`src/rtl/seg7_pkg.sv`:
```
// Shared definitions for the multiplexed 7-segment display driver.
// Holds the hex-to-segment table, scan state type and polarity helper.
// No logic or state of its own; imported by the decoder and the scanner.
package seg7_pkg;

    typedef enum logic {
        DEAD = 1'b0,
        SHOW = 1'b1
    } seg7_state_t;

    // Segment patterns {a,b,c,d,e,f,g}, active-high, indexed by hex digit.
    localparam logic [6:0] SEG7_TABLE [16] = '{
        7'h7E, 7'h30, 7'h6D, 7'h79, 7'h33, 7'h5B, 7'h5F, 7'h70,
        7'h7F, 7'h7B, 7'h77, 7'h1F, 7'h4E, 7'h3D, 7'h4F, 7'h47
    };

    function automatic logic [7:0] seg7_apply_pol(input logic [7:0] seg,
                                                  input logic       active_low);
        return active_low ? ~seg : seg;
    endfunction

endpackage

```
`src/rtl/seg7_hex_decode.sv`:
```
// Hex nibble plus decimal point to active-high {dp,a,b,c,d,e,f,g} segments.
// Latency: purely combinational, zero cycles.
// Backpressure: none; output follows input continuously.
// Ports: nibble (4b hex value), dp (decimal point), seg (8b segments).
module seg7_hex_decode
    import seg7_pkg::*;
(
    input  logic [3:0] nibble,
    input  logic       dp,
    output logic [7:0] seg
);

    assign seg = {dp, SEG7_TABLE[nibble]};

endmodule

```
`src/rtl/seg7_scan_mux.sv`:
```
// Time-multiplexed DIGITS-wide 7-segment scanner with dead-time and tear-free double buffering.
// Latency: outputs are registered, one cycle behind the scan FSM; new data shows after the next frame boundary.
// Backpressure: none; in_load is always accepted into the shadow register, last load before a swap wins.
// Ports: clk, rst (async active-high), in_data/in_dp/in_load (shadow write), enable,
//        out_seg {dp,a..g}, out_dig one-hot select, out_frame (pulse at end of last digit).
// Optional: define SEG7_LZ_BLANK_EN for leading-zero blanking of digits above digit 0.
module seg7_scan_mux
    import seg7_pkg::*;
#(
    parameter int DIGITS         = 4,
    parameter int CLK_DIV        = 50000,
    parameter int DEAD_CYC       = 8,
    parameter bit SEG_ACTIVE_LOW = 1'b0,
    parameter bit DIG_ACTIVE_LOW = 1'b1
) (
    input  logic                  clk,
    input  logic                  rst,
    input  logic [4*DIGITS-1:0]   in_data,
    input  logic [DIGITS-1:0]     in_dp,
    input  logic                  in_load,
    input  logic                  enable,
    output logic [7:0]            out_seg,
    output logic [DIGITS-1:0]     out_dig,
    output logic                  out_frame
);

    localparam int CNT_MAX = (CLK_DIV > DEAD_CYC) ? ((CLK_DIV > 2) ? CLK_DIV : 2)
                                                  : ((DEAD_CYC > 2) ? DEAD_CYC : 2);
    localparam int CW = $clog2(CNT_MAX);
    localparam int IW = (DIGITS > 1) ? $clog2(DIGITS) : 1;

    // With no dead-time the scanner never visits DEAD, so it starts (and restarts) in SHOW.
    localparam seg7_state_t START_ST = (DEAD_CYC == 0) ? SHOW : DEAD;

    localparam logic [7:0]        SEG_OFF = seg7_apply_pol(8'h00, SEG_ACTIVE_LOW);
    localparam logic [DIGITS-1:0] DIG_OFF = {DIGITS{DIG_ACTIVE_LOW}};

    seg7_state_t         state, state_d;
    logic [CW-1:0]       cnt, cnt_d;
    logic [IW-1:0]       idx, idx_d;
    logic                frame_d;

    logic [4*DIGITS-1:0] shadow_data, disp_data;
    logic [DIGITS-1:0]   shadow_dp, disp_dp;

    logic [3:0]          cur_nib;
    logic                cur_dp;
    logic [7:0]          seg_dec;
    logic [7:0]          seg_shown;
    logic                lit;

    // Scan state register.
    always_ff @(posedge clk or posedge rst) begin
        if (rst) begin
            state <= START_ST;
            cnt   <= '0;
            idx   <= '0;
        end else begin
            state <= state_d;
            cnt   <= cnt_d;
            idx   <= idx_d;
        end
    end

    // Next-state: DEAD for DEAD_CYC cycles, then SHOW for CLK_DIV cycles, advance digit.
    always_comb begin
        state_d = state;
        cnt_d   = cnt;
        idx_d   = idx;
        frame_d = 1'b0;
        if (!enable) begin
            state_d = START_ST;
            cnt_d   = '0;
            idx_d   = '0;
        end else if (state == DEAD) begin
            if (cnt == CW'(DEAD_CYC - 1)) begin
                cnt_d   = '0;
                state_d = SHOW;
            end else begin
                cnt_d = cnt + 1'b1;
            end
        end else begin
            if (cnt == CW'(CLK_DIV - 1)) begin
                cnt_d   = '0;
                state_d = START_ST;
                if (idx == IW'(DIGITS - 1)) begin
                    idx_d   = '0;
                    frame_d = 1'b1;
                end else begin
                    idx_d = idx + 1'b1;
                end
            end else begin
                cnt_d = cnt + 1'b1;
            end
        end
    end

    // Shadow takes every load; display only follows it on the frame edge, so the
    // value a frame is drawn from never changes part-way through that frame.
    always_ff @(posedge clk or posedge rst) begin
        if (rst) begin
            shadow_data <= '0;
            shadow_dp   <= '0;
            disp_data   <= '0;
            disp_dp     <= '0;
        end else begin
            if (in_load) begin
                shadow_data <= in_data;
                shadow_dp   <= in_dp;
            end
            if (frame_d) begin
                disp_data <= shadow_data;
                disp_dp   <= shadow_dp;
            end
        end
    end

    assign cur_nib = disp_data[4*idx +: 4];
    assign cur_dp  = disp_dp[idx];

    seg7_hex_decode u_dec (
        .nibble (cur_nib),
        .dp     (cur_dp),
        .seg    (seg_dec)
    );

`ifdef SEG7_LZ_BLANK_EN
    // A digit above 0 is blank when it and every more significant nibble are zero
    // and its own decimal point is off; higher decimal points do not matter.
    logic [DIGITS-1:0] blank;
    always_comb begin
        logic zero_above;
        zero_above = 1'b1;
        blank      = '0;
        for (int k = DIGITS - 1; k >= 0; k--) begin
            zero_above = zero_above && (disp_data[4*k +: 4] == 4'h0);
            if (k > 0) begin
                blank[k] = zero_above && !disp_dp[k];
            end
        end
    end
    assign seg_shown = blank[idx] ? 8'h00 : seg_dec;
`else
    assign seg_shown = seg_dec;
`endif

    assign lit = enable && (state == SHOW);

    // Segments and digit select come from the same register stage, so they switch together.
    always_ff @(posedge clk or posedge rst) begin
        if (rst) begin
            out_seg   <= SEG_OFF;
            out_dig   <= DIG_OFF;
            out_frame <= 1'b0;
        end else begin
            out_seg   <= seg7_apply_pol(lit ? seg_shown : 8'h00, SEG_ACTIVE_LOW);
            out_dig   <= (lit ? (DIGITS'(1) << idx) : '0) ^ DIG_OFF;
            out_frame <= frame_d;
        end
    end

endmodule
```
`config.mk`:
```
export PLATFORM = sky130hd
export DESIGN_NAME = seg7_scan_mux
export DESIGN_NICKNAME = d
export VERILOG_FILES = /design/src/rtl/seg7_pkg.sv /design/src/rtl/seg7_hex_decode.sv /design/src/rtl/seg7_scan_mux.sv
export SDC_FILE = /design/constraint.sdc
export NUM_CORES = 1
export LEC_CHECK = 0
export ABC_AREA = 1
export CAP_MARGIN = 10
export CORE_MARGIN = 8
export CORE_UTILIZATION = 50
export DETAILED_ROUTE_END_ITERATION = 10
export PLACE_DENSITY = 0.74
export SYNTH_ARGS = -nofsm -noshare
export SYNTH_HDL_FRONTEND = slang
export SYNTH_SLANG_ARGS = --single-unit
```
`constraint.sdc`:
```
create_clock -name clk -period 2.5 [get_ports clk]
set_input_delay 0.625 -clock clk [delete_from_list [all_inputs] [get_ports clk]]
set_output_delay 0.625 -clock clk [all_outputs]
set_load 0.05 [all_outputs]
```
==> summary.txt <==
Status = finished, final reports clean
Die Y = 101 um
Buf/Inv on CP = 1
Hold_ws = 459 ps
Fin Clk Skew = 9.34 ps
Mapped cell area = 0.00362 mm2
Max VDD drop = 0.353 mV
DP Cell Count = 563
Critical path, cell by cell = clkdlybuf4s50_1
Synth top cells by count = nand2_1, dfrtp_1, nor2_1
Hold worst-path end = cnt[0]
R2r worst-path depth = 10
Final hold violations = 0
Worst Tran Pin Value = 502 ps
Mapped Cells = 433
Worst setup SP type = flip-flop
Htree depth = 3
Die width = 101 um
Routed Antenna Nets = 0
Top-area cell type share of the netlist area = 47.0%
Period utilization = 91.4%
Tmin final = 2290 ps
Core area = 0.00714 mm2
RSZ-0062 raised after global routing = no
Clock Tree Root = clkbuf_8
Yosys cell types = 31
IO buf count = 36
Total Neg Setup Slack = 0 ps
Final Non-Filler Cells = 579
Count leader, synth = nand2_1
CTS buffer count = 9
Area contributors post-synth = dfrtp_1, nand2_1, nor2_1
Peak Freq = 437 MHz
Worst Path Class, Setup = flip-flop to output pin
Worst min path class = flip-flop to flip-flop
Cell Pwr Density = 601 mW/mm2
Hold path depth = 1
Largest net degree at the start of global routing = 43
CP max FO = 1
Slew HR = 66.4%
Total routed wirelength = 6670 um
Fillers = 647
First-pass detailed-route iteration total = 4
GRT Util Overall = 14.6%
Ant diodes = 0
RD Place Congestion = 0.906
R2r startpoint = idx[1]
Power, Total = 2.58 mW
Pleak = 2.05 nW
Final net count = 510
# rows = 31
Syn Area/Cell = 8.35 um2
Grt ovf = 0
Clock transition at the registers of the reported paths = 70 ps
R2R Path End = out_seg[3]
Clk buf depth = 2
Slowest-stage cell, CP = clkdlybuf4s50_1
DP HPWL = 4960 um
Vias in the first global route = 2,714
First-pass GRT wire length = 11,800 um
Ports = 37
# hold bufs at CTS = 0
Critical path depth = 1
Skew-Pair Late Insertion Delay = 350 ps
Drt wl/cell = 11.5 um
DRT iter0 DRCs = 91
Synth Warn # = 0
Synth area leader = dfrtp_1
Synth Register Bits = 72
DR vias = 2,752
Area Overhead vs Synth = 18.4%
Family with the most delay on the worst path = buffers and inverters
Ys async rst share = 100%
Post-CTS setup buffer count = 0
Seq/Total Area, Yosys = 49.9%
R2R setup slack = 550 ps
Initial antenna violation count = 0
Max-cap violation count = 0
Max Slew Vio Count = 0
Syn_nets = 468
Main flop type after synthesis = dfrtp_1
Min-delay src = cnt[0]
Crit-path max cell delay = 790 ps
Required time worst endpoint = 1880 ps
DRC Markers = 0
TritonCTS clock tree = built
# clock sinks = 72
Critical Path AT = 1660 ps
Fraction of layout cells with a size suffix above 1 = 14.8%
Number of synthesized flops with an enable pin = 0
Initial Utilization = 50.7%
# resized after CTS = 0
Nature of the critical path endpoint = output pin
Setup violations, final = 0
Die area = 0.0102 mm2
Vias/cell = 4.75
[power breakdown]
group / switching, mW / internal [mW]
registers: 0.0382 / 1.24
logic: 0.260 / 0.139
clock network: 0.444 / 0.460
[placed cells by master, fill, tap and decap left out, types with 11 or more instances in the layout]
| master | Yosys | final |
|---|---|---|
| clkdlybuf4s50_1 | 0 | 36 |
| dfrtp_1 | 68 | 68 |
| ha_1 | 11 | 11 |
| inv_1 | 49 | 48 |
| nand2_1 | 121 | 121 |
| nand3_1 | 20 | 20 |
| nor2_1 | 54 | 54 |
| o21ai_0 | 28 | 28 |
| o21ai_2 | 20 | 20 |
[kinds of logic after synthesis]
| group | share of synthesized area (%) |
|---|---|
| AND/OR/NAND/NOR | 27.4 |
| buffers and inverters | 7.92 |
| flip-flops | 49.9 |
| XOR/XNOR | 0.968 |
| adder cells (fa/ha/maj) | 3.80 |
| AO/OA/AOI/OAI | 9.93 |
[registers in the layout, summed over array words and instances, names as in the netlist]
| signal | count |
|---|---|
| cnt | 16 |
| shadow_data | 16 |
| out_dig | 4 |
| out_frame | 1 |
| shadow_dp | 4 |
| disp_dp | 4 |
| disp_data | 16 |
| idx | 2 |
| out_seg | 8 |
| state | 1 |
[final cells by class]
class / instances / area, um2 / share of cell area [%]
flip-flops and latches: 72 / 1810 / 42.2
clock buffers: 9 / 124 / 2.89
clock inverters: 7 / 72.6 / 1.69
multi-input cells: 296 / 1520 / 35.6
repair buffers: 42 / 430 / 10.0
inverters: 54 / 203 / 4.73
well taps: 99 / 124 / 2.89
[per-layer routing]
| metal | routed length [um] | part of all wire, % | vias up | global-route usage (%) |
|---|---|---|---|---|
| met1 | 3200 | 48 | 1261 | 18.4 |
| met5 | 0 | 0 | - | 0 |
| met3 | 285 | 4.3 | 14 | 3.94 |
| met2 | 3010 | 45 | 50 | 21.9 |
| met4 | 167 | 2.5 | 0 | 8.48 |
| li1 | - | - | 1427 | - |
[through the flow]
step	setup slack, ps	util (%)	area (um2)
CTS	185	60.0	4280
global placement	486	57.3	4090
global route	172	60.0	4280
detailed placement	418	57.3	4090
finish	214	60.0	4280
floorplan	56.7	-	3620
[worst max path at each step]
stage	startpoint	endpoint	slack, ps
global placement	enable	disp_data[14]	490
detailed placement	enable	disp_data[1]	420
CTS	out_dig[3]	out_dig[3]	180
finish	out_dig[0]	out_dig[0]	210
floorplan	rst	cnt[0]	60
global route	out_dig[3]	out_dig[3]	170
(Power assumes the default switching activity.)
